$ cat src/rtl/overlay_text_ctrl_if.sv
// Signal bundle for overlay_text_ctrl: raster timing, text-box control and the
// character-buffer write port flow in; font ROM addressing and the pixel-aligned
// overlay/sync outputs flow out.
interface overlay_text_ctrl_if #(
    parameter int CODE_W = 4,
    parameter int ROM_AW = 13
);
    logic              vpg_de;
    logic              vpg_hs;
    logic              vpg_vs;
    logic              ovl_on;
    logic [11:0]       x_pos;
    logic [11:0]       y_pos;
    logic              char_we;
    logic [3:0]        char_waddr;
    logic [CODE_W-1:0] char_wdata;
    logic [ROM_AW-1:0] rom_address;
    logic              rom_rden;
    logic              overlay_enable;
    logic              pix_de;
    logic              pix_hs;
    logic              pix_vs;

    modport master (
        output vpg_de, vpg_hs, vpg_vs, ovl_on, x_pos, y_pos,
               char_we, char_waddr, char_wdata,
        input  rom_address, rom_rden, overlay_enable, pix_de, pix_hs, pix_vs
    );

    modport slave (
        input  vpg_de, vpg_hs, vpg_vs, ovl_on, x_pos, y_pos,
               char_we, char_waddr, char_wdata,
        output rom_address, rom_rden, overlay_enable, pix_de, pix_hs, pix_vs
    );
endinterface

$ cat src/rtl/overlay_text_ctrl.sv
// Font ROM sequencer for the text overlay: tracks the raster from HDMI timing,
// fetches glyph bits for one row of characters at a frame-latched position and
// delays the syncs so overlay_enable, ROM q and pix_* all line up.
module overlay_text_ctrl #(
    parameter int NUM_CHARS = 8,
    parameter int CODE_W    = 4,
    parameter int GLYPH_W   = 16,
    parameter int GLYPH_H   = 32,
    parameter int ROM_AW    = 13
) (
    input  logic               HDMI_TX_CLK,
    input  logic               reset_n,
    overlay_text_ctrl_if.slave bus
);
    localparam int          COL_W     = $clog2(GLYPH_W);
    localparam int          ROW_W     = $clog2(GLYPH_H);
    localparam logic [12:0] BOX_W13   = 13'(NUM_CHARS * GLYPH_W);
    localparam logic [12:0] GLYPH_H13 = 13'(GLYPH_H);

    typedef enum logic [1:0] {
        S_WAIT_VS = 2'd0,
        S_ABOVE   = 2'd1,
        S_BAND    = 2'd2,
        S_BELOW   = 2'd3
    } state_t;

    // Raster counters stop at full scale instead of wrapping.
    function automatic logic [11:0] sat_inc(input logic [11:0] v);
        return (v == 12'hFFF) ? v : v + 12'd1;
    endfunction

    state_t            state_q, state_d;
    logic [11:0]       x_q, x_d, y_q, y_d;
    logic [11:0]       xp_q, xp_d, yp_q, yp_d;
    logic              ovl_q, ovl_d;
    logic              vs_prev_q, vs_prev_d;
    logic              de_p1_q, de_p1_d, de_p2_q, de_p2_d;
    logic              hs_p1_q, hs_p1_d, hs_p2_q, hs_p2_d;
    logic              vs_p1_q, vs_p1_d, vs_p2_q, vs_p2_d;
    logic [CODE_W-1:0] char_buf_q [NUM_CHARS];
    logic [CODE_W-1:0] char_buf_d [NUM_CHARS];
    logic [ROM_AW-1:0] rom_address_q, rom_address_d;
    logic              rom_rden_q, rom_rden_d;
    logic              overlay_enable_q, overlay_enable_d;

    logic              de_fall, frame_start, fetch;
    logic [12:0]       band_end, box_lo, box_hi;
    logic [11:0]       rel_x, cidx;
    logic [CODE_W-1:0] code;

    // Edge detection, raster counters, frame-start latching and sync delay line.
    // vs_prev resets low so a reset taken while vsync is low never fakes a frame start.
    always_comb begin
        de_fall     = de_p1_q & ~bus.vpg_de;
        frame_start = vs_prev_q & ~bus.vpg_vs;
        vs_prev_d   = bus.vpg_vs;

        x_d = x_q;
        if (bus.vpg_de) begin
            x_d = sat_inc(x_q);
        end else if (de_fall) begin
            x_d = '0;
        end

        y_d = y_q;
        if (!bus.vpg_vs) begin
            y_d = '0;
        end else if (de_fall) begin
            y_d = sat_inc(y_q);
        end

        xp_d  = xp_q;
        yp_d  = yp_q;
        ovl_d = ovl_q;
        if (frame_start) begin
            xp_d  = bus.x_pos;
            yp_d  = bus.y_pos;
            ovl_d = bus.ovl_on;
        end

        de_p1_d = bus.vpg_de;
        de_p2_d = de_p1_q;
        hs_p1_d = bus.vpg_hs;
        hs_p2_d = hs_p1_q;
        vs_p1_d = bus.vpg_vs;
        vs_p2_d = vs_p1_q;
    end

    // Vertical band sequencing; a frame start from any state restarts the search.
    always_comb begin
        state_d  = state_q;
        band_end = {1'b0, yp_q} + GLYPH_H13;
        case (state_q)
            S_WAIT_VS: state_d = S_WAIT_VS;
            S_ABOVE: begin
                // ovl_on is latched on the frame-start cycle, so it is checked here.
                if (!ovl_q) begin
                    state_d = S_BELOW;
                end else if (!bus.vpg_de && (y_q == yp_q)) begin
                    state_d = S_BAND;
                end
            end
            S_BAND: begin
                if ({1'b0, y_q} >= band_end) begin
                    state_d = S_BELOW;
                end
            end
            S_BELOW:   state_d = S_BELOW;
            default:   state_d = S_WAIT_VS;
        endcase
        if (frame_start) begin
            state_d = S_ABOVE;
        end
    end

    // Fetch window and glyph address; the box end uses 13 bits so it cannot overflow.
    always_comb begin
        box_lo = {1'b0, xp_q};
        box_hi = box_lo + BOX_W13;
        rel_x  = x_q - xp_q;
        cidx   = rel_x >> COL_W;
        code   = '0;
        for (int i = 0; i < NUM_CHARS; i++) begin
            if (cidx == 12'(i)) begin
                code = char_buf_q[i];
            end
        end
        fetch = (state_q == S_BAND) && bus.vpg_de &&
                ({1'b0, x_q} >= box_lo) && ({1'b0, x_q} < box_hi);

        rom_rden_d    = fetch;
        rom_address_d = rom_address_q;
        if (fetch) begin
            rom_address_d = {code, ROW_W'(y_q - yp_q), rel_x[COL_W-1:0]};
        end
        overlay_enable_d = rom_rden_q;
    end

    // Character buffer update; the fetch above reads the pre-write contents.
    always_comb begin
        char_buf_d = char_buf_q;
        for (int i = 0; i < NUM_CHARS; i++) begin
            if (bus.char_we && (bus.char_waddr == 4'(i))) begin
                char_buf_d[i] = bus.char_wdata;
            end
        end
    end

    // FSM state register.
    always_ff @(posedge HDMI_TX_CLK or negedge reset_n) begin
        if (!reset_n) begin
            state_q <= S_WAIT_VS;
        end else begin
            state_q <= state_d;
        end
    end

    // Raster tracking, frame-latched box position and input delay line.
    always_ff @(posedge HDMI_TX_CLK or negedge reset_n) begin
        if (!reset_n) begin
            x_q       <= '0;
            y_q       <= '0;
            xp_q      <= '0;
            yp_q      <= '0;
            ovl_q     <= 1'b0;
            vs_prev_q <= 1'b0;
            de_p1_q   <= 1'b0;
            de_p2_q   <= 1'b0;
            hs_p1_q   <= 1'b1;
            hs_p2_q   <= 1'b1;
            vs_p1_q   <= 1'b1;
            vs_p2_q   <= 1'b1;
        end else begin
            x_q       <= x_d;
            y_q       <= y_d;
            xp_q      <= xp_d;
            yp_q      <= yp_d;
            ovl_q     <= ovl_d;
            vs_prev_q <= vs_prev_d;
            de_p1_q   <= de_p1_d;
            de_p2_q   <= de_p2_d;
            hs_p1_q   <= hs_p1_d;
            hs_p2_q   <= hs_p2_d;
            vs_p1_q   <= vs_p1_d;
            vs_p2_q   <= vs_p2_d;
        end
    end

    // Character buffer storage.
    always_ff @(posedge HDMI_TX_CLK or negedge reset_n) begin
        if (!reset_n) begin
            for (int i = 0; i < NUM_CHARS; i++) begin
                char_buf_q[i] <= '0;
            end
        end else begin
            char_buf_q <= char_buf_d;
        end
    end

    // ROM request stage (t+1) and overlay enable stage aligned with ROM q (t+2).
    always_ff @(posedge HDMI_TX_CLK or negedge reset_n) begin
        if (!reset_n) begin
            rom_address_q    <= '0;
            rom_rden_q       <= 1'b0;
            overlay_enable_q <= 1'b0;
        end else begin
            rom_address_q    <= rom_address_d;
            rom_rden_q       <= rom_rden_d;
            overlay_enable_q <= overlay_enable_d;
        end
    end

    assign bus.rom_address    = rom_address_q;
    assign bus.rom_rden       = rom_rden_q;
    assign bus.overlay_enable = overlay_enable_q;
    assign bus.pix_de         = de_p2_q;
    assign bus.pix_hs         = hs_p2_q;
    assign bus.pix_vs         = vs_p2_q;
endmodule

$ cat src/flat_wrapper.sv
// flat-port wrapper written by rule: the top's interface ports become plain ports
module overlay_text_ctrl_flat 
#(
    parameter int NUM_CHARS = 8,
    parameter int CODE_W    = 4,
    parameter int GLYPH_W   = 16,
    parameter int GLYPH_H   = 32,
    parameter int ROM_AW    = 13
)
  (HDMI_TX_CLK, reset_n, bus_vpg_de, bus_vpg_hs, bus_vpg_vs, bus_ovl_on, bus_x_pos, bus_y_pos, bus_char_we, bus_char_waddr, bus_char_wdata, bus_rom_address, bus_rom_rden, bus_overlay_enable, bus_pix_de, bus_pix_hs, bus_pix_vs);
  overlay_text_ctrl_if #(.CODE_W(CODE_W), .ROM_AW(ROM_AW)) bus_i ();
  input  logic HDMI_TX_CLK;
  input  logic reset_n;
  input wire logic [$bits(bus_i.vpg_de)-1:0] bus_vpg_de;
  input wire logic [$bits(bus_i.vpg_hs)-1:0] bus_vpg_hs;
  input wire logic [$bits(bus_i.vpg_vs)-1:0] bus_vpg_vs;
  input wire logic [$bits(bus_i.ovl_on)-1:0] bus_ovl_on;
  input wire logic [$bits(bus_i.x_pos)-1:0] bus_x_pos;
  input wire logic [$bits(bus_i.y_pos)-1:0] bus_y_pos;
  input wire logic [$bits(bus_i.char_we)-1:0] bus_char_we;
  input wire logic [$bits(bus_i.char_waddr)-1:0] bus_char_waddr;
  input wire logic [$bits(bus_i.char_wdata)-1:0] bus_char_wdata;
  output wire logic [$bits(bus_i.rom_address)-1:0] bus_rom_address;
  output wire logic [$bits(bus_i.rom_rden)-1:0] bus_rom_rden;
  output wire logic [$bits(bus_i.overlay_enable)-1:0] bus_overlay_enable;
  output wire logic [$bits(bus_i.pix_de)-1:0] bus_pix_de;
  output wire logic [$bits(bus_i.pix_hs)-1:0] bus_pix_hs;
  output wire logic [$bits(bus_i.pix_vs)-1:0] bus_pix_vs;
  assign bus_i.vpg_de = bus_vpg_de;
  assign bus_i.vpg_hs = bus_vpg_hs;
  assign bus_i.vpg_vs = bus_vpg_vs;
  assign bus_i.ovl_on = bus_ovl_on;
  assign bus_i.x_pos = bus_x_pos;
  assign bus_i.y_pos = bus_y_pos;
  assign bus_i.char_we = bus_char_we;
  assign bus_i.char_waddr = bus_char_waddr;
  assign bus_i.char_wdata = bus_char_wdata;
  assign bus_rom_address = bus_i.rom_address;
  assign bus_rom_rden = bus_i.rom_rden;
  assign bus_overlay_enable = bus_i.overlay_enable;
  assign bus_pix_de = bus_i.pix_de;
  assign bus_pix_hs = bus_i.pix_hs;
  assign bus_pix_vs = bus_i.pix_vs;
  overlay_text_ctrl #(.NUM_CHARS(NUM_CHARS), .CODE_W(CODE_W), .GLYPH_W(GLYPH_W), .GLYPH_H(GLYPH_H), .ROM_AW(ROM_AW)) u_core (.HDMI_TX_CLK(HDMI_TX_CLK), .reset_n(reset_n), .bus(bus_i));
endmodule
$ cat config.mk
export PLATFORM = sky130hd
export DESIGN_NAME = overlay_text_ctrl_flat
export DESIGN_NICKNAME = d
export VERILOG_FILES = /design/src/rtl/overlay_text_ctrl_if.sv /design/src/rtl/overlay_text_ctrl.sv /design/src/flat_wrapper.sv
export SDC_FILE = /design/constraint.sdc
export NUM_CORES = 1
export LEC_CHECK = 0
export CAP_MARGIN = 30
export CORE_MARGIN = 2
export CORE_UTILIZATION = 45
export DETAILED_ROUTE_END_ITERATION = 10
export GPL_ROUTABILITY_DRIVEN = 0
export HOLD_SLACK_MARGIN = 0.05
export PLACE_DENSITY_LB_ADDON = 0.3
export SLEW_MARGIN = 20
export SYNTH_ARGS = -nofsm -noshare
export SYNTH_HDL_FRONTEND = slang
export SYNTH_SLANG_ARGS = --single-unit
$ cat constraint.sdc
create_clock -name HDMI_TX_CLK -period 3.15 [get_ports HDMI_TX_CLK]
set_input_delay 0.4725 -clock HDMI_TX_CLK [delete_from_list [all_inputs] [get_ports HDMI_TX_CLK]]
set_output_delay 0.4725 -clock HDMI_TX_CLK [all_outputs]
set_load 0.005 [all_outputs]
==> impl_results.md <==
- Status: finished clean
- Routed wire per std cell: about 17 um
- Width of the die: 121 um
- Sequential cell area: 0.00263 sq mm
- CTS tree: done
- Crit path max fanout: 17
- Tot Pwr: 4.04 mW
- Slew Limit Fails: 0
- Fin cells: 837
- Synthesized flop and latch total: 105
- Yosys Warn Count: 0
- ANT cells: 0
- Critical path startpoint category: register
- Period utilization: 0.939
- Worst skew pair latency: 350 ps
- Crit Path Category: reg -> reg
- Final Hold Viols: 0
- DP Cell Count: 820
- I/O pin count: 57
- Fraction of registers with async set or reset after synthesis: 1.00
- First-pass GRT wire length: 23300 um
- Mapped Avg Cell Area: 10.4 sq um
- Die ar.: 0.0148 sq mm
- Via count: between 4000 and 5000
- Relative slew slack: 0.414
- GRT Total Usage: 0.201
- HP Class: in -> async
- Layout cell share with drive strength beyond 1: 0.135
- CTS clk-pin slew, worst paths: around 80 ps
- Post-route ant nets: 0
- Syn Std Cell Area: 0.00621 sq mm
- Nets: 730
- Multi-input logic area: 0.00339 sq mm
- Syn Inst Count: ~600
- Post-DP HPWL: 10200 um
- Bufs on Longest Clock Path: 2
- H-tree depth: 3
- Slew @ Worst Pin: 878 ps
- Core box area: 0.0133 sq mm
- Fill cells: 1226
- Vias in the first global route: 4698
- Hold_buf cts: 0
- DRC: 0
- Mapped Nets: 673
- Total gr overflow: 0
- Final Util: 0.548
- Starting Density: 0.465
- Largest net degree at the start of global routing: 66
- I/O Buffers: 56
- Area Growth Syn to Fin: 17.7%
- Die Y: 121 um
- DR iter-0 viols: 254
- Reg2Reg Depth: 12
- Root buffer cell: clkbuf_16
- Fmax: 338 MHz
- Clock Skews: roughly 11 ps
- Post-route setup TNS: 0 ps
- Worst endpoint data arrival time: 3200 ps
- Pwr dens: 552 mW/mm^2
- Initial antenna violation count: 0
- Drt via density: 5.73
- Sequential share of the synthesized area: 0.424
- RSZ-0062 raised after global routing: no
- Critical Path Sink Type: register
- WP data required: 3390 ps
- Fin crit period: 2960 ps
- Max Cap Viol: 0
- Place WS: -21.5 ps
- P_leak: between 3 and 4 nW
- CTS buffer count: 9
- Post-synth top flop: dfrtp_1
- Initial DRT Pass Iterations: 4
- Post-synth EDFFs: 0
- Maximum VDD drop: between 0.0004 and 0.0005 V
- Rows: 42
- Yosys cell types: 54
- Final Setup Violations: 0
- Worst setup margin: 192 ps
- CTS sink cnt: 105
- Final wirelength: 14100 um
==> flip-flops by register name, indices dropped and copies added, names as in the netlist, 2 cells and up <==
name / count
u_core.bus.rom_address: 13
u_core.char_buf_q: 32
u_core.state_q: 2
u_core.x_q: 12
u_core.xp_q: 12
u_core.y_q: 12
u_core.yp_q: 12
==> path summary, 6_finish.rpt <==
check,start,end,slack [ps]
worst max-delay path,u_core.xp_q[8],u_core.bus.rom_address[3],190
worst min-delay path,reset_n,u_core.xp_q[9],200
worst max register to register,u_core.xp_q[8],u_core.bus.rom_address[3],190
worst min register to register,u_core.vs_p1_q,u_core.bus.pix_vs,360
max in group asynchronous,reset_n,u_core.char_buf_q[1],2160
min in group HDMI_TX_CLK,u_core.vs_p1_q,u_core.bus.pix_vs,360
==> placed cells by master, fill, tap and decap left out, drive strengths merged, types with 9 or more instances in the layout <==
| cell | count |
|---|---|
| o21ai | 47 |
| mux2i | 35 |
| nor2 | 25 |
| clkdlybuf4s50 | 55 |
| and3 | 11 |
| nand2 | 49 |
| a221oi | 16 |
| nand3 | 14 |
| and2 | 11 |
| xnor2 | 21 |
| buf | 13 |
| nand4 | 9 |
| inv | 31 |
| dfrtp | 101 |
| clkbuf | 9 |
| xor2 | 18 |
| ha | 33 |
| a21oi | 14 |
| mux2 | 46 |
| o22ai | 17 |
==> per-layer routing <==
layer  global-route usage  vias up  routed length (um)
li1                     -     2289                   -
met1                0.267     2379                6510
met2                0.332      114                6690
met3               0.0503       12                 718
met4               0.0467        0                 163
met5                    0        -                   0
==> power by group <==
group | total (mW) | switching [mW] | leakage [nW] | internal [mW]
Clock | 1.13 | 0.517 | 0.150 | 0.617
Combinational | 1.19 | 0.583 | 1.81 | 0.610
Sequential | 1.71 | 0.178 | 1.33 | 1.53
==> cells in the mapped netlist (5+ instances only) <==
| master | count | area, sq um |
|---|---|---|
| a221oi_1 | 16 | 140 |
| nand2_1 | 49 | 184 |
| nand3_1 | 14 | 70.1 |
| o21ai_0 | 35 | 175 |
| a21oi_1 | 14 | 70.1 |
| nor3b_1 | 5 | 37.5 |
| nand4_1 | 9 | 56.3 |
| o22ai_1 | 17 | 106 |
| nor2_1 | 25 | 93.8 |
| xnor2_1 | 21 | 184 |
| buf_2 | 9 | 45.0 |
| and3_1 | 11 | 68.8 |
| and2_1 | 11 | 68.8 |
| ha_1 | 33 | 413 |
| clkbuf_1 | 13 | 48.8 |
| nor2b_1 | 7 | 43.8 |
| mux2_2 | 45 | 507 |
| o21ai_1 | 12 | 60.1 |
| dfrtp_1 | 101 | 2530 |
| xor2_1 | 18 | 158 |
| inv_1 | 29 | 109 |
| nand3b_1 | 5 | 37.5 |
| nand2b_1 | 6 | 37.5 |
| nor3_1 | 7 | 35.0 |
| mux2i_1 | 35 | 350 |
==> cells by family after synthesis <==
logic type / synth area share
flip-flops: 0.424
XOR/XNOR: 0.0550
AND/OR/NAND/NOR: 0.134
adder cells (fa/ha/maj): 0.0729
multiplexers: 0.151
AO/OA/AOI/OAI: 0.130
buffers and inverters: 0.0326
==> area by class of cell <==
cell class	instances	area share
Inverter	29	0.0149
Timing Repair Buffer	68	0.0904
Clock buffer	9	0.0308
Clock inverter	7	0.00924
Sequential cell	105	0.360
Multi-Input combinational cell	443	0.464
Tap cell	176	0.0301
==> critical path, cell delays in order (launching register included) <==
cell and delay (ps):
dfrtp_1 380, ha_2 210, nand3_1 90, xnor2_1 140
ha_1 200, or3_1 390, a211oi_2 240, a211o_1 150
a21oi_1 40, or4_4 630, buf_4 230, nand2_1 70
o21ai_1 60
==> what timing repair did <==
action	CTS	global route
gates cloned	0	0
gates resized for setup	1	2
setup buffers	0	1
endpoints found under the setup margin	13	14
==> per-stage QoR <==
step / hold WS (ps) / cell area [sq um]
CTS: 266 / 7290
finish: 197 / 7310
floorplan: 177 / 6210
detailed placement: 347 / 7000
global placement: 346 / 7000
global route: 300 / 7310
Power figures use the tool's default switching activity.
==> RTL change 1, RTL diff (same flow settings) <==
Re-encode `state_t` (4 states) as Gray code, 2 bits wide.
--- a/src/rtl/overlay_text_ctrl.sv
+++ b/src/rtl/overlay_text_ctrl.sv
@@ -19,8 +19,8 @@
 
     typedef enum logic [1:0] {
-        S_WAIT_VS = 2'd0,
-        S_ABOVE   = 2'd1,
-        S_BAND    = 2'd2,
-        S_BELOW   = 2'd3
+        S_WAIT_VS = 2'b00,
+        S_ABOVE   = 2'b01,
+        S_BAND    = 2'b11,
+        S_BELOW   = 2'b10
     } state_t;
 
Behaviour: no difference found for any inputs over 4 cycles, from zero or initial values and one cycle with reset_n low; so few cycles prove little.
==> RTL change 1 against the unedited design <==
  * Worst hold slack worse by 0.064 ns
  * Core utilization up 0.43 points
  * Routed wire length down 7.4%
  * Worst setup slack better by 0.19 ns
  * Critical path type unchanged
  * Area after synthesis down 6.3%
  * Cell area down 4.7%
  * Non-clock buffer count up 2
  * Die area down 6.1%
  * Sequential cell count unchanged
  * Fmax up 7.0%
  * Largest power group unchanged
  * Synthesized cell count down 9.5%
  * Power down 1.8%
==> RTL change 1: results (changes against the unedited design) <==
setup_path:
  cp_max_fo: 10  # was 17
  critPathTopFamily: "adder cells"  # was simple AND/OR/NAND/NOR gates
  max_stage_delay_ns: 0.43  # was 0.63 ns
  crit_path_top_delay_cell: "dfrtp_1"  # was or4_4
  r2r-start: "u_core.x_q[0]$_DFFE_PN0P_"  # was u_core.xp_q[8]$_DFFE_PN0P_
  cp.arrival_ns: 2.99  # was 3.20 ns
  reg2reg_to: "u_core.bus.rom_address[12]$_DFFE_PN0P_"  # was u_core.bus.rom_address[3]$_DFFE_PN0P_
global_route:
  grt_pass1_wl_mm: 22.4  # was 23.3 mm
  grt.met3_usage_pct: 3.88  # was 5.03%
  grt.total_usage_pct: 19.9  # was 20.1%
  grt_pass1_vias: 4497  # was 4698
timing:
  fin_skew_ns: 0.00673  # was 0.0108 ns
  slew-limit-headroom_pct: 47.2  # was 41.4%
pwr:
  swShare_pct: 32.1  # was 31.7%
  p_leak_nw: 3.09  # was 3.29 nW
  vdd_drop_max_mv: 0.281  # was 0.412 mV
detailed_routing:
  vias_per_cell: 5.51  # was 5.73
synthesis:
  synth-adder-area-share_pct: 7.78  # was 7.29%
  synth.distinct_cells: 58  # was 54
  netlist_instances: 542  # was 599
finish:
  fill_cells: 1135  # was 1226
  drive_gt1_share_pct: 16.5  # was 13.5%
  multi_input_gates: 388  # was 443
  fin_cells: 790  # was 837
  clkCellAreaFrac_pct: 4.26  # was 4.01%
  final-nonclk-buf-share_pct: 9.76  # was 9.04%
  multi_input_area_mm2: 0.00299  # was 0.00339 mm^2
outcome:
  status: "finished clean"  # unchanged
-- RTL change 1: cell types whose count changed in the layout (fill, tap and decap cells not counted), sizes merged, moves of 5 or more --
cell,before,now
a221oi,16,2
inv,31,44
mux2i,35,15
nand2,49,42
nand3,14,22
nor2,25,20
o21ai,47,39
o22ai,17,8
xor2,18,11
-- RTL change 1: power groups by stage --
stage | Sequential, W | Clock (W) | Combinational [W]
final | 0.00170 | 0.00112 | 0.00115
after global routing | 0.00172 | 0.00120 | 0.00127
after CTS | 0.00170 | 0.00115 | 0.00114
after detailed placement | 0.00172 | 0 | 0.00113
after global placement | 0.00171 | 0 | 0.00110
after floorplan | 0.00168 | 0 | 0.000773
-- RTL change 1: kinds of logic after synthesis --
logic type,count (synthesis)
simple gates,154
fa+ha+maj,35
xor+xnor,36
buf+inv,49
mux,65
compound gates,98
flops,105
==> RTL change 2, RTL diff (same flow settings) <==
Made on the original files. `NUM_CHARS` is set to 8 in 2 places; all go to 4.
--- a/src/rtl/overlay_text_ctrl.sv
+++ b/src/rtl/overlay_text_ctrl.sv
@@ -3,5 +3,5 @@
 // delays the syncs so overlay_enable, ROM q and pix_* all line up.
 module overlay_text_ctrl #(
-    parameter int NUM_CHARS = 8,
+    parameter int NUM_CHARS = 4,
     parameter int CODE_W    = 4,
     parameter int GLYPH_W   = 16,
--- a/src/flat_wrapper.sv
+++ b/src/flat_wrapper.sv
@@ -2,5 +2,5 @@
 module overlay_text_ctrl_flat 
 #(
-    parameter int NUM_CHARS = 8,
+    parameter int NUM_CHARS = 4,
     parameter int CODE_W    = 4,
     parameter int GLYPH_W   = 16,
Function: same outputs for any inputs over 4 cycles, from zero or initial values and one cycle with reset_n low; that may be too few to reach the edited logic, so the function may still have changed.
==> RTL change 2 against the unedited design <==
  * Combinational power fell by 39%
  * Clock power fell by 9.7%
  * Sequential cell count decreased by 16
  * Area after synthesis decreased by 18%
  * Power is 24% lower
  * Worst hold slack got worse by 0.094 ns
  * Cell area down 16%
  * Die area is 17% lower
  * Routed wire length is 23% lower
  * Critical path depth fell by 2
  * Worst setup slack got worse by 0.0016 ns
  * Sequential share of layout area grew 0.39 points
  * Highest routed layer unchanged
==> RTL change 2: results (changes against the unedited design) <==
outcome:
  status: "finished clean"  # unchanged
synthesis:
  synth_common_cells: "85 x dfrtp_1, 39 x nand2_1, 34 x ha_1, 34 x o21ai_0, 30 x mux2_2"  # was 101 x dfrtp_1, 49 x nand2_1, 45 x mux2_2
  syn_avg_cell_area_um2: 10.5  # was 10.4 um^2
  synth_nets: 558  # was 673
  seq_area_frac_synth_pct: 43.9  # was 42.4%
  synth.distinct_cells: 52  # was 54
setup_path:
  critPathTopFamily: "multiplexers"  # was simple AND/OR/NAND/NOR gates
  crit_path_top_delay_cell: "mux4_1"  # was or4_4
  crit_path_start: "u_core.x_q[0]$_DFFE_PN0P_"  # was u_core.xp_q[8]$_DFFE_PN0P_
  cp.arrival_ns: 3.19  # was 3.20 ns
  reg2reg_to: "u_core.bus.rom_address[12]$_DFFE_PN0P_"  # was u_core.bus.rom_address[3]$_DFFE_PN0P_
  cp_max_fo: 7  # was 17
  reg2regPathDepth: 10  # was 12
finish:
  drive_gt1_share_pct: 14.0  # was 13.5%
  fin_cells: 689  # was 837
  largest_reg_flops: 16  # was 32
  fill_cells: 959  # was 1226
  final_nets: 619  # was 730
global_route:
  grt.total_usage_pct: 20.1  # about the same
  grt_pass1_vias: 3828  # was 4698
  grt_max_degree: 41  # was 66
detailed_routing:
  first_iter_violations: 164  # was 254
  drt-pass1-iter-count: 5  # was 4
  vias: 3805  # was 4794
placed_design:
  dp.cells: 673  # was 820
  dp_hpwl_mm: 8.15  # was 10.2 mm
timing:
  slew-limit-headroom_pct: 57.4  # was 41.4%
  fin_skew_ns: 0.00943  # was 0.0108 ns
-- RTL change 2: logic make-up after synthesis --
logic type / count (synthesis) / synth area share, %
buffers and inverters: 41 / 3.20
adders and majority gates: 36 / 9.15
AOI/OAI and AO/OA: 86 / 11.0
muxes: 43 / 11.1
and+or+nand+nor: 150 / 15.2
xor gates and xnor gates: 38 / 6.54
DFF: 89 / 43.9
-- RTL change 2: repair_timing --
action,4_1_cts,5_1_grt
setup endpoints to repair,0,4
resized for setup,0,4
hold buffers,0,0
-- RTL change 2: stage by stage --
stage / setup WS, ns / area (um^2) / power, W
2_1_floorplan: 0.400 / 5090 / 0.00184
3_3_place_gp: 0.155 / 5820 / 0.00203
3_5_place_dp: 0.130 / 5830 / 0.00207
4_1_cts: 0.104 / 6110 / 0.00310
5_1_grt: 0.0201 / 6130 / 0.00326
6_report: 0.191 / 6130 / 0.00307
-- RTL change 2: area by class of cell --
class / count / share of cell area, %
well taps: 140 / 2.86
flip-flops and latches: 89 / 36.4
clock buffers: 10 / 3.90
inverters: 30 / 1.84
multi-input cells: 353 / 44.3
repair buffers: 61 / 9.98
clock inverters: 6 / 0.694
-- RTL change 2: report_power, final --
part	switching (W)	leakage, nW	internal [W]
combinational	0.000352	1.55	0.000368
clock	0.000459	0.135	0.000557
sequential	0.0000852	1.12	0.00125
-- RTL change 2: worst min-delay path by stage --
| stage | cells after the start | end | from | slack, ns |
|---|---|---|---|---|
| finish | 1 | u_core.bus.rom_address[10]$_DFFE_PN0P_ | reset_n | 0.10 |
| global route | 1 | u_core.bus.rom_address[10]$_DFFE_PN0P_ | reset_n | 0.13 |
| CTS | 1 | u_core.x_q[2]$_DFFE_PN0P_ | reset_n | 0.11 |
| detailed placement | 0 | u_core.bus.pix_vs$_DFF_PN1_ | u_core.vs_p1_q$_DFF_PN1_ | 0.35 |
| global placement | 0 | u_core.bus.pix_vs$_DFF_PN1_ | u_core.vs_p1_q$_DFF_PN1_ | 0.35 |
| floorplan | 0 | u_core.bus.overlay_enable$_DFF_PN0_ | reset_n | 0.18 |
-- RTL change 2: layer usage --
layer  track usage [%]  wire (um)
met1              24.9       4810
met2              34.0       5330
met3              4.70        474
met4              7.77        202
met5                 0          0
